`src/rtl/shapool_pkg.sv`:
```
// Shared constants for the shapool host-side job controller.
package shapool_pkg;

    localparam int unsigned JOB_BYTES    = 45;
    localparam int unsigned RESULT_BYTES = 5;
    localparam int unsigned JOB_BITS     = JOB_BYTES * 8;
    localparam int unsigned RESULT_BITS  = RESULT_BYTES * 8;

    // Controller FSM encodings
    localparam logic [1:0] ST_LOAD = 2'd0;
    localparam logic [1:0] ST_RUN  = 2'd1;
    localparam logic [1:0] ST_SEND = 2'd2;

    // Result reported when the nonce space is exhausted without a hit
    localparam logic [7:0]  EXHAUST_FLAGS = 8'h00;
    localparam logic [31:0] EXHAUST_NONCE = 32'hFFFF_FFFF;

endpackage

```
`src/rtl/shapool_result_tx.sv`:
```
// Result serialiser: loads a 40-bit frame and emits it MSB byte first over a
// valid/ready byte link, pulsing done on the transfer of the last byte.
module shapool_result_tx
    import shapool_pkg::*;
(
    input  logic                   clk,
    input  logic                   reset_n,
    input  logic                   load,
    input  logic [RESULT_BITS-1:0] frame,
    output logic [7:0]             tx_data,
    output logic                   tx_valid,
    input  logic                   tx_ready,
    output logic                   done
);

    logic [RESULT_BITS-1:0] shift_q;
    logic [2:0]             cnt_q;
    logic                   valid_q;
    logic                   tx_fire;

    assign tx_fire  = valid_q & tx_ready;
    assign done     = tx_fire && (cnt_q == 3'(RESULT_BYTES - 1));
    assign tx_data  = shift_q[RESULT_BITS-1 -: 8];
    assign tx_valid = valid_q;

    // Load the frame, then shift one byte out per accepted transfer
    always_ff @(posedge clk or negedge reset_n) begin
        if (!reset_n) begin
            shift_q <= '0;
            cnt_q   <= '0;
            valid_q <= 1'b0;
        end else if (load) begin
            shift_q <= frame;
            cnt_q   <= '0;
            valid_q <= 1'b1;
        end else if (tx_fire) begin
            shift_q <= {shift_q[RESULT_BITS-9:0], 8'h00};
            if (done) begin
                valid_q <= 1'b0;
            end else begin
                cnt_q <= cnt_q + 3'd1;
            end
        end
    end

endmodule

```
`src/rtl/shapool_job_ctrl.sv`:
```
// Host-side job/result controller for shapool: loads a 45-byte job, runs the
// core, captures the first success and returns a 5-byte result frame.
// Optional: define SHAPOOL_CTRL_EXHAUST_EN to report nonce-space exhaustion.
module shapool_job_ctrl
    import shapool_pkg::*;
#(
    parameter int unsigned POOL_SIZE_LOG2 = 1,
    parameter int unsigned NONCE_ADJ      = 2
) (
    input  logic         clk,
    input  logic         reset_n,
    input  logic [7:0]   rx_data,
    input  logic         rx_valid,
    output logic         rx_ready,
    output logic [7:0]   tx_data,
    output logic         tx_valid,
    input  logic         tx_ready,
    output logic         core_reset_n,
    output logic [255:0] sha_state,
    output logic [95:0]  message_head,
    output logic [7:0]   nonce_start_MSB,
    input  logic         core_success,
    input  logic [31:0]  core_nonce,
    input  logic [7:0]   core_match_flags,
    output logic         busy
);

    localparam logic [31:0] NonceAdj = 32'(NONCE_ADJ);

    if (POOL_SIZE_LOG2 < 1 || POOL_SIZE_LOG2 > 31) begin : g_bad_pool_size
        $error("POOL_SIZE_LOG2 must be in 1..31");
    end

    logic [1:0]             state_q;
    logic [5:0]             byte_cnt_q;
    logic                   rx_ready_q;
    logic                   core_reset_n_q;
    logic                   busy_q;
    logic                   first_run_q;
    logic [JOB_BITS-1:0]    job_q;
    logic                   rx_fire;
    logic                   res_load;
    logic [RESULT_BITS-1:0] res_frame;
    logic                   tx_done;

    assign rx_fire = rx_valid & rx_ready_q;

`ifdef SHAPOOL_CTRL_EXHAUST_EN
    logic seen_nz_q;
    logic nonce_low_zero;

    assign nonce_low_zero = (core_nonce[31-POOL_SIZE_LOG2:0] == '0);

    // Remember that the core's lower nonce has left zero during this run
    always_ff @(posedge clk or negedge reset_n) begin
        if (!reset_n) begin
            seen_nz_q <= 1'b0;
        end else if (state_q != ST_RUN) begin
            seen_nz_q <= 1'b0;
        end else if (!first_run_q && !nonce_low_zero) begin
            seen_nz_q <= 1'b1;
        end
    end
`endif

    // Decide when RUN ends and what result frame to hand to the serialiser
    always_comb begin
        res_load  = 1'b0;
        res_frame = {core_match_flags, core_nonce - NonceAdj};
        // First RUN cycle is skipped: the core is still leaving reset
        if (state_q == ST_RUN && !first_run_q) begin
            if (core_success) begin
                res_load = 1'b1;
`ifdef SHAPOOL_CTRL_EXHAUST_EN
            end else if (seen_nz_q && nonce_low_zero) begin
                res_load  = 1'b1;
                res_frame = {EXHAUST_FLAGS, EXHAUST_NONCE};
`endif
            end
        end
    end

    // Controller FSM, byte counter and job shift register
    always_ff @(posedge clk or negedge reset_n) begin
        if (!reset_n) begin
            state_q        <= ST_LOAD;
            byte_cnt_q     <= '0;
            rx_ready_q     <= 1'b0;
            core_reset_n_q <= 1'b0;
            busy_q         <= 1'b0;
            first_run_q    <= 1'b0;
            job_q          <= '0;
        end else begin
            case (state_q)
                ST_LOAD: begin
                    rx_ready_q <= 1'b1;
                    if (rx_fire) begin
                        job_q <= {job_q[JOB_BITS-9:0], rx_data};
                        if (byte_cnt_q == 6'(JOB_BYTES - 1)) begin
                            byte_cnt_q     <= '0;
                            rx_ready_q     <= 1'b0;
                            core_reset_n_q <= 1'b1;
                            busy_q         <= 1'b1;
                            first_run_q    <= 1'b1;
                            state_q        <= ST_RUN;
                        end else begin
                            byte_cnt_q <= byte_cnt_q + 6'd1;
                        end
                    end
                end
                ST_RUN: begin
                    first_run_q <= 1'b0;
                    if (res_load) begin
                        core_reset_n_q <= 1'b0;
                        state_q        <= ST_SEND;
                    end
                end
                ST_SEND: begin
                    if (tx_done) begin
                        busy_q     <= 1'b0;
                        byte_cnt_q <= '0;
                        rx_ready_q <= 1'b1;
                        state_q    <= ST_LOAD;
                    end
                end
                default: begin
                    state_q <= ST_LOAD;
                end
            endcase
        end
    end

    shapool_result_tx u_result_tx (
        .clk      (clk),
        .reset_n  (reset_n),
        .load     (res_load),
        .frame    (res_frame),
        .tx_data  (tx_data),
        .tx_valid (tx_valid),
        .tx_ready (tx_ready),
        .done     (tx_done)
    );

    assign rx_ready        = rx_ready_q;
    assign core_reset_n    = core_reset_n_q;
    assign busy            = busy_q;
    assign sha_state       = job_q[JOB_BITS-1 -: 256];
    assign message_head    = job_q[103:8];
    assign nonce_start_MSB = job_q[7:0];

endmodule

```
`config.mk`:
```
export PLATFORM = sky130hd
export DESIGN_NAME = shapool_job_ctrl
export DESIGN_NICKNAME = d
export VERILOG_FILES = /design/src/rtl/shapool_pkg.sv /design/src/rtl/shapool_result_tx.sv /design/src/rtl/shapool_job_ctrl.sv
export SDC_FILE = /design/constraint.sdc
export NUM_CORES = 1
export LEC_CHECK = 0
export BUFFER_PORTS_ARGS = -buffer_cell sky130_fd_sc_hd__buf_2
export CAP_MARGIN = 15
export CORE_ASPECT_RATIO = 0.5
export CORE_MARGIN = 2
export CORE_UTILIZATION = 45
export DETAILED_ROUTE_END_ITERATION = 7
export PLACE_DENSITY = 0.74
export SLEW_MARGIN = 5
export SYNTH_ARGS = -nofsm -noshare
export SYNTH_HDL_FRONTEND = slang
export SYNTH_SLANG_ARGS = --single-unit
```
`constraint.sdc`:
```
create_clock -name clk -period 2.8 [get_ports clk]
set_input_delay 0.28 -clock clk [delete_from_list [all_inputs] [get_ports clk]]
set_output_delay 0.28 -clock clk [all_outputs]
set_load 0.05 [all_outputs]
```
# [Word-level counts from Yosys, hierarchy flattened]
# Cells that the tools add are included.
[op_classes] n_mux=29 n_reduce_logical=17 addsub=3 n_bitwise=2 n_eq_ne=9
[ops] op="$mux 40" count=2
[ops] op="$sub 32x2->32 const B" count=1
[ops] op="$mux 6" count=3
[ops] op="$pmux 6 s2" count=1
[ops] op="$reduce_and 4->1" count=3
[ops] op="$mux 1" count=11
[ops] op="$ne 2x2->1 const B" count=5
[ops] op="$mux 3" count=3
[ops] op="$mux 2" count=4
[ops] op="$pmux 1 s2" count=4
[ops] op="$reduce_and 2->1" count=4
[ops] op="$reduce_bool 2->1" count=4
[ops] op="$add 6x1->6 const B" count=1
[ops] op="$eq 6x6->1 const B" count=1
[ops] op="$pmux 2 s3" count=1
[ops] op="$reduce_and 3->1" count=2
[ops] op="$add 3x1->3 const B" count=1
[ops] op="$eq 3x3->1 const B" count=1
[ops] op="$and 1x1->1" count=2
[ops] op="$eq 2x1->1 const B" count=1
[ops] op="$eq 2x2->1 const B" count=1
[ops] op="$logic_and 1x1->1" count=2
[ops] op="$logic_not 2->1" count=1
[ops] op="$logic_not 1->1" count=1
[totals] word_cells=70 output_inout_bits=372 in_bits=53 reg_bits=416

# [Depth between registers and ports, before layout]
[logic_depth] depth_word=5 depth_mapped=8 depth_no_buf=7

# [Modules after synthesis]
# A second synthesis with hierarchy kept.
[unflattened] hier_cells=1868 hier_area_um2=16620.9
[by_module_without_submodules] mod="shapool_job_ctrl" area_per_inst_um2=14540.2 instances=1 seq_area_each_um2=9308.9 cells_each=1663
[by_module_without_submodules] mod="shapool_result_tx" area_per_inst_um2=2080.7 instances=1 seq_area_each_um2=1101.1 cells_each=205

# [Least setup slack after synthesis]
# No wires, ideal clock.
[synth_path] path_type="reg-to-reg" from="register rx_ready_q, in the netlist rx_ready" to="register job_q[245]" t_arrival_ns=2.118 path_stages_with_launch=6 required_ns=2.675 setup_ns=0.125 slack_ns=0.558 path_cell_list="dfrtp_1 nand2_1 nor3_1 clkbuf_1 clkbuf_1 mux2_2"
[synth_between] elab_chain_len=2
[synth_rtl] item="from (decl)" line_no="shapool_job_ctrl.sv:36" source="logic rx_ready_q;"
[synth_rtl] item="from (signal assigned)" line_no="shapool_job_ctrl.sv:88" source="rx_ready_q <= 1'b0;"
[synth_rtl] item="from (signal assigned)" line_no="shapool_job_ctrl.sv:96" source="rx_ready_q <= 1'b1;"
[synth_rtl] item="from (signal assigned)" line_no="shapool_job_ctrl.sv:101" source="rx_ready_q <= 1'b0;"
[synth_rtl] item="$and 1x1->1" line_no="shapool_job_ctrl.sv:46" source="assign rx_fire = rx_valid & rx_ready_q;"
[synth_rtl] item="$reduce_and 2->1 (no source line)"
[synth_rtl] item="to (signal assigned)" line_no="shapool_job_ctrl.sv:98" source="job_q <= {job_q[JOB_BITS-9:0], rx_data};"
[synth_rtl] item="to (decl)" line_no="shapool_job_ctrl.sv:40" source="logic [JOB_BITS-1:0] job_q;"
# Every way passes these cells.
# A chain may end at the register's enable or synchronous reset.

# [Final worst setup path]
[layout_path] from="input port core_nonce[1]" to="register u_result_tx.shift_q[31]"
[layout_between] elab_chain_len=2
[layout_rtl] item="from (decl)" line_no="shapool_job_ctrl.sv:23" source="input logic [31:0] core_nonce,"
[layout_rtl] item="$sub 32x2->32" line_no="shapool_job_ctrl.sv:69" source="res_frame = {core_match_flags, core_nonce - NonceAdj};"
[layout_rtl] item="$mux 40" line_no="shapool_result_tx.sv:32" source="end else if (load) begin"
[layout_rtl] item="to (signal assigned)" line_no="shapool_result_tx.sv:33" source="shift_q <= frame;"
[layout_rtl] item="to (signal assigned)" line_no="shapool_result_tx.sv:37" source="shift_q <= {shift_q[RESULT_BITS-9:0], 8'h00};"
[layout_rtl] item="to (decl)" line_no="shapool_result_tx.sv:16" source="logic [RESULT_BITS-1:0] shift_q;"
# Every way passes these cells.

==> impl_metrics.py <==
metrics = {
    "outcome": {
        "outcome": "finished clean",
    },
    "routing": {
        "routed_wirelength_um": 39900,
        "routed_wirelength_normalized_by_instance_count_um": 19.4,
        "route.vias.total": 10600,
        "drt_first_iter_violations": 593,
        "firstDrtPassIters": 4,
        "detail-route-antenna-nets": 0,
        "detail_route.vias_per_cell": 5.13,
        "drc_errors": 0,
    },
    "cts": {
        "clock_slew_at_the_register_clock_pins_of_the_worst_setup_and_hold_paths_ps": 70,
        "cts.htree.levels": 2,
        "cts_made_buffers": 39,
        "clkSinkCount": 416,
        "worstSkewPairLatency_ps": 540,
        "clockBufferDepth": 3,
        "tritoncts": "done",
        "cts-root-buf": "clkbuf_16",
        "post_cts.resized_instances": 0,
    },
    "power_and_ir_drop": {
        "power.share.clock_pct": 28.5,
        "power_switching_uw": 7220,
        "power-per-cell-area_nw_per_um2": 916,
        "switching_share_pct": 38.0,
        "power.share.combinational_pct": 32.0,
        "maximum_vdd_drop_v": 0.00100,
        "total_power_uw": 19000,
        "sequentialPowerShare_pct": 39.4,
        "total_leakage_power_uw": 0.0112,
        "power.internal_uw": 11800,
    },
    "floorplan": {
        "fp.dieH_um": 139,
        "x_dimension_of_the_die_um": 275,
        "core-area_um2": 36000,
        "io_pins": 425,
        "row_count": 49,
        "start_util_pct": 45.8,
        "floorplan.die_area_um2": 38300,
    },
    "placed_design": {
        "place.detailed.instances": 1976,
        "gp_congestion": 0.875,
        "dp_hpwl_um": 28900,
        "io_buffer_count": 424,
        "pre_cts_slack_ps": 347,
    },
    "global_routing": {
        "grt_use_total_pct": 20.7,
        "grt_max_degree": 84,
        "grt_pass1_wl_um": 63400,
        "total_gr_overflow": 0,
        "antenna_found_initial": 0,
        "via_count_of_the_first_global_routing_pass": 11200,
    },
    "yosys": {
        "synth_commonest_cells": "416 x dfrtp_1, 360 x mux2_2, 56 x clkbuf_1, 27 x a21oi_1, 25 x nand2_1",
        "synth_nets": 1172,
        "ys_top_cells_by_area": "dfrtp_1 63%, mux2_2 25%, clkbuf_1 1.3%, xor2_1 1.1%, a211oi_1 1.0%",
        "synth.ff_latch_count": 416,
        "synth-seq-area-share_pct": 63.1,
        "yosysUniqueCellTypes": 45,
        "synth_area_leader_cell": "dfrtp_1",
        "avgSynthCellArea_um2": 14.8,
        "synth-edff-count": 0,
        "synthDominantCellAreaShare_pct": 63.1,
        "netlist_instances": 1114,
        "yosys.cell_count.top_type": "dfrtp_1",
        "synth_flop_cell": "dfrtp_1",
        "ys_async_sr_fraction_pct": 100,
        "synth.yosys.warnings": 0,
        "syn_area_um2": 16500,
    },
    "sta": {
        "top_achievable_clock_speed_mhz": 405,
        "worst_pin_slew_ps": 1040,
        "timing.final.hold_violations": 0,
        "final.min_clock_period_ps": 2470,
        "setup-tns-final_ps": 0,
        "report.final.setup_viol": 0,
        "layout_worst_path_cycle_share_pct": 88.3,
        "layout_setup_ws_ps": 328,
        "grt_setup_unrepaired": "false",
        "fin_worst_hold_slack_ps": 68.5,
        "clock-skew-final_ps": 12.8,
        "slew_viol_final": 0,
        "worst_slew_slack_as_a_fraction_of_its_limit_pct": 30.5,
    },
    "flow_run": {
        "cap_violations": 0,
    },
    "worst_setup_path": {
        "start_kind": "primary input",
        "crit_arrival_ps": 2850,
        "critPathMaxFanout": 6,
        "reg2reg_depth": 4,
        "cp-end-kind": "register",
        "cp_data_required_time_ps": 3180,
        "worst_setup_path_class": "in2reg",
    },
    "hold_path": {
        "worst_hold_path_type": "in2reg",
        "holdPathStages": 3,
    },
    "cells_and_area": {
        "instances_no_fill": 2061,
        "antennaDiodeCount": 0,
        "num-fill-cells": 2862,
        "drive_above_1_share_pct": 56.0,
        "areaGrowthSynthToFinish_pct": 25.6,
        "finish.net_count": 1610,
    },
}
worst max-delay path: stages:
cell	delay (ps)
dlygate4sd3_1	530
buf_2	150
inv_1	50
ha_1	190
or4b_4	530
nor4_2	640
nand4b_1	210
xor2_1	180
a21oi_1	80
cell families after synthesis:
kind of cell | Yosys count | share of synthesized area (%)
flops | 416 | 63.1
mux | 373 | 25.4
fa+ha+maj | 5 | 0.379
compound gates | 80 | 2.95
buf+inv | 76 | 1.97
xor+xnor | 31 | 1.65
simple gates | 133 | 4.59
power groups by stage:
stage	clock [µW]	combinational, µW	sequential (µW)
after floorplan	0	2060	9930
after global placement	0	6000	7550
after detailed placement	0	6110	7590
after CTS	5560	6140	7490
after global routing	5820	6380	7600
final	5420	6080	7490
stage by stage:
step | area [µm²] | util, %
CTS | 20700 | 57.6
global placement | 19200 | 53.5
global route | 20700 | 57.6
detailed placement | 19200 | 53.5
finish | 20700 | 57.6
floorplan | 16500 | -
flip-flops by register name (all words and copies together), names as in the netlist:
register              cells
u_result_tx.tx_valid      1
rx_ready                  1
first_run_q               1
u_result_tx.shift_q      40
state_q                   2
u_result_tx.cnt_q         3
core_reset_n              1
job_q                   360
busy                      1
byte_cnt_q                6
routing by layer:
| layer | track usage, % | wire length (µm) | share of wire, % |
|---|---|---|---|
| met1 | 24.5 | 15400 | 39 |
| met2 | 37.3 | 21300 | 53 |
| met3 | 3.61 | 1530 | 3.8 |
| met4 | 8.45 | 1650 | 4.1 |
| met5 | 0 | 0 | 0 |
cell type report:
| type | count | area [µm²] | share of cell area (%) |
|---|---|---|---|
| clock buffer | 49 | 1070 | 5.19 |
| clock inverter | 17 | 216 | 1.04 |
| inverter | 7 | 26.3 | 0.127 |
| multi-input combinational | 622 | 5770 | 27.9 |
| sequential | 416 | 10400 | 50.2 |
| tap | 484 | 606 | 2.92 |
| timing repair buffer | 466 | 2620 | 12.6 |
final timing paths:
path / startpoint / endpoint / slack (ps)
worst max-delay path: core_nonce[1] / u_result_tx.shift_q[31] / 330
worst min-delay path: core_nonce[17] / u_result_tx.shift_q[17] / 70
worst max register to register: state_q[1] / job_q[183] / 660
worst min register to register: first_run_q / first_run_q / 490
max in group asynchronous: reset_n / job_q[66] / 1580
min in group asynchronous: reset_n / job_q[253] / 360
cell usage in the layout, fill, tap and decap left out, drive strengths merged, types with 5 or more instances in the layout:
| cell type | netlist | routed |
|---|---|---|
| a211oi | 22 | 22 |
| a21oi | 29 | 29 |
| and2 | 23 | 23 |
| buf | 13 | 447 |
| clkbuf | 56 | 49 |
| clkinv | 0 | 10 |
| dfrtp | 416 | 416 |
| dlygate4sd3 | 0 | 19 |
| ha | 5 | 5 |
| inv | 7 | 9 |
| mux2 | 360 | 360 |
| mux2i | 13 | 13 |
| nand2 | 25 | 25 |
| nand3 | 10 | 10 |
| nand4 | 8 | 8 |
| nor2 | 23 | 23 |
| nor3 | 12 | 12 |
| o21ai | 20 | 20 |
| or3 | 5 | 5 |
| or4 | 5 | 5 |
| xnor2 | 10 | 10 |
| xor2 | 21 | 21 |
what timing repair did:
action | 4_1_cts | 5_1_grt
hold buffers | 19 | 0
setup buffers | 0 | 0
hold endpoints to repair | 91 | 0
Power figures use the tool's default switching activity.
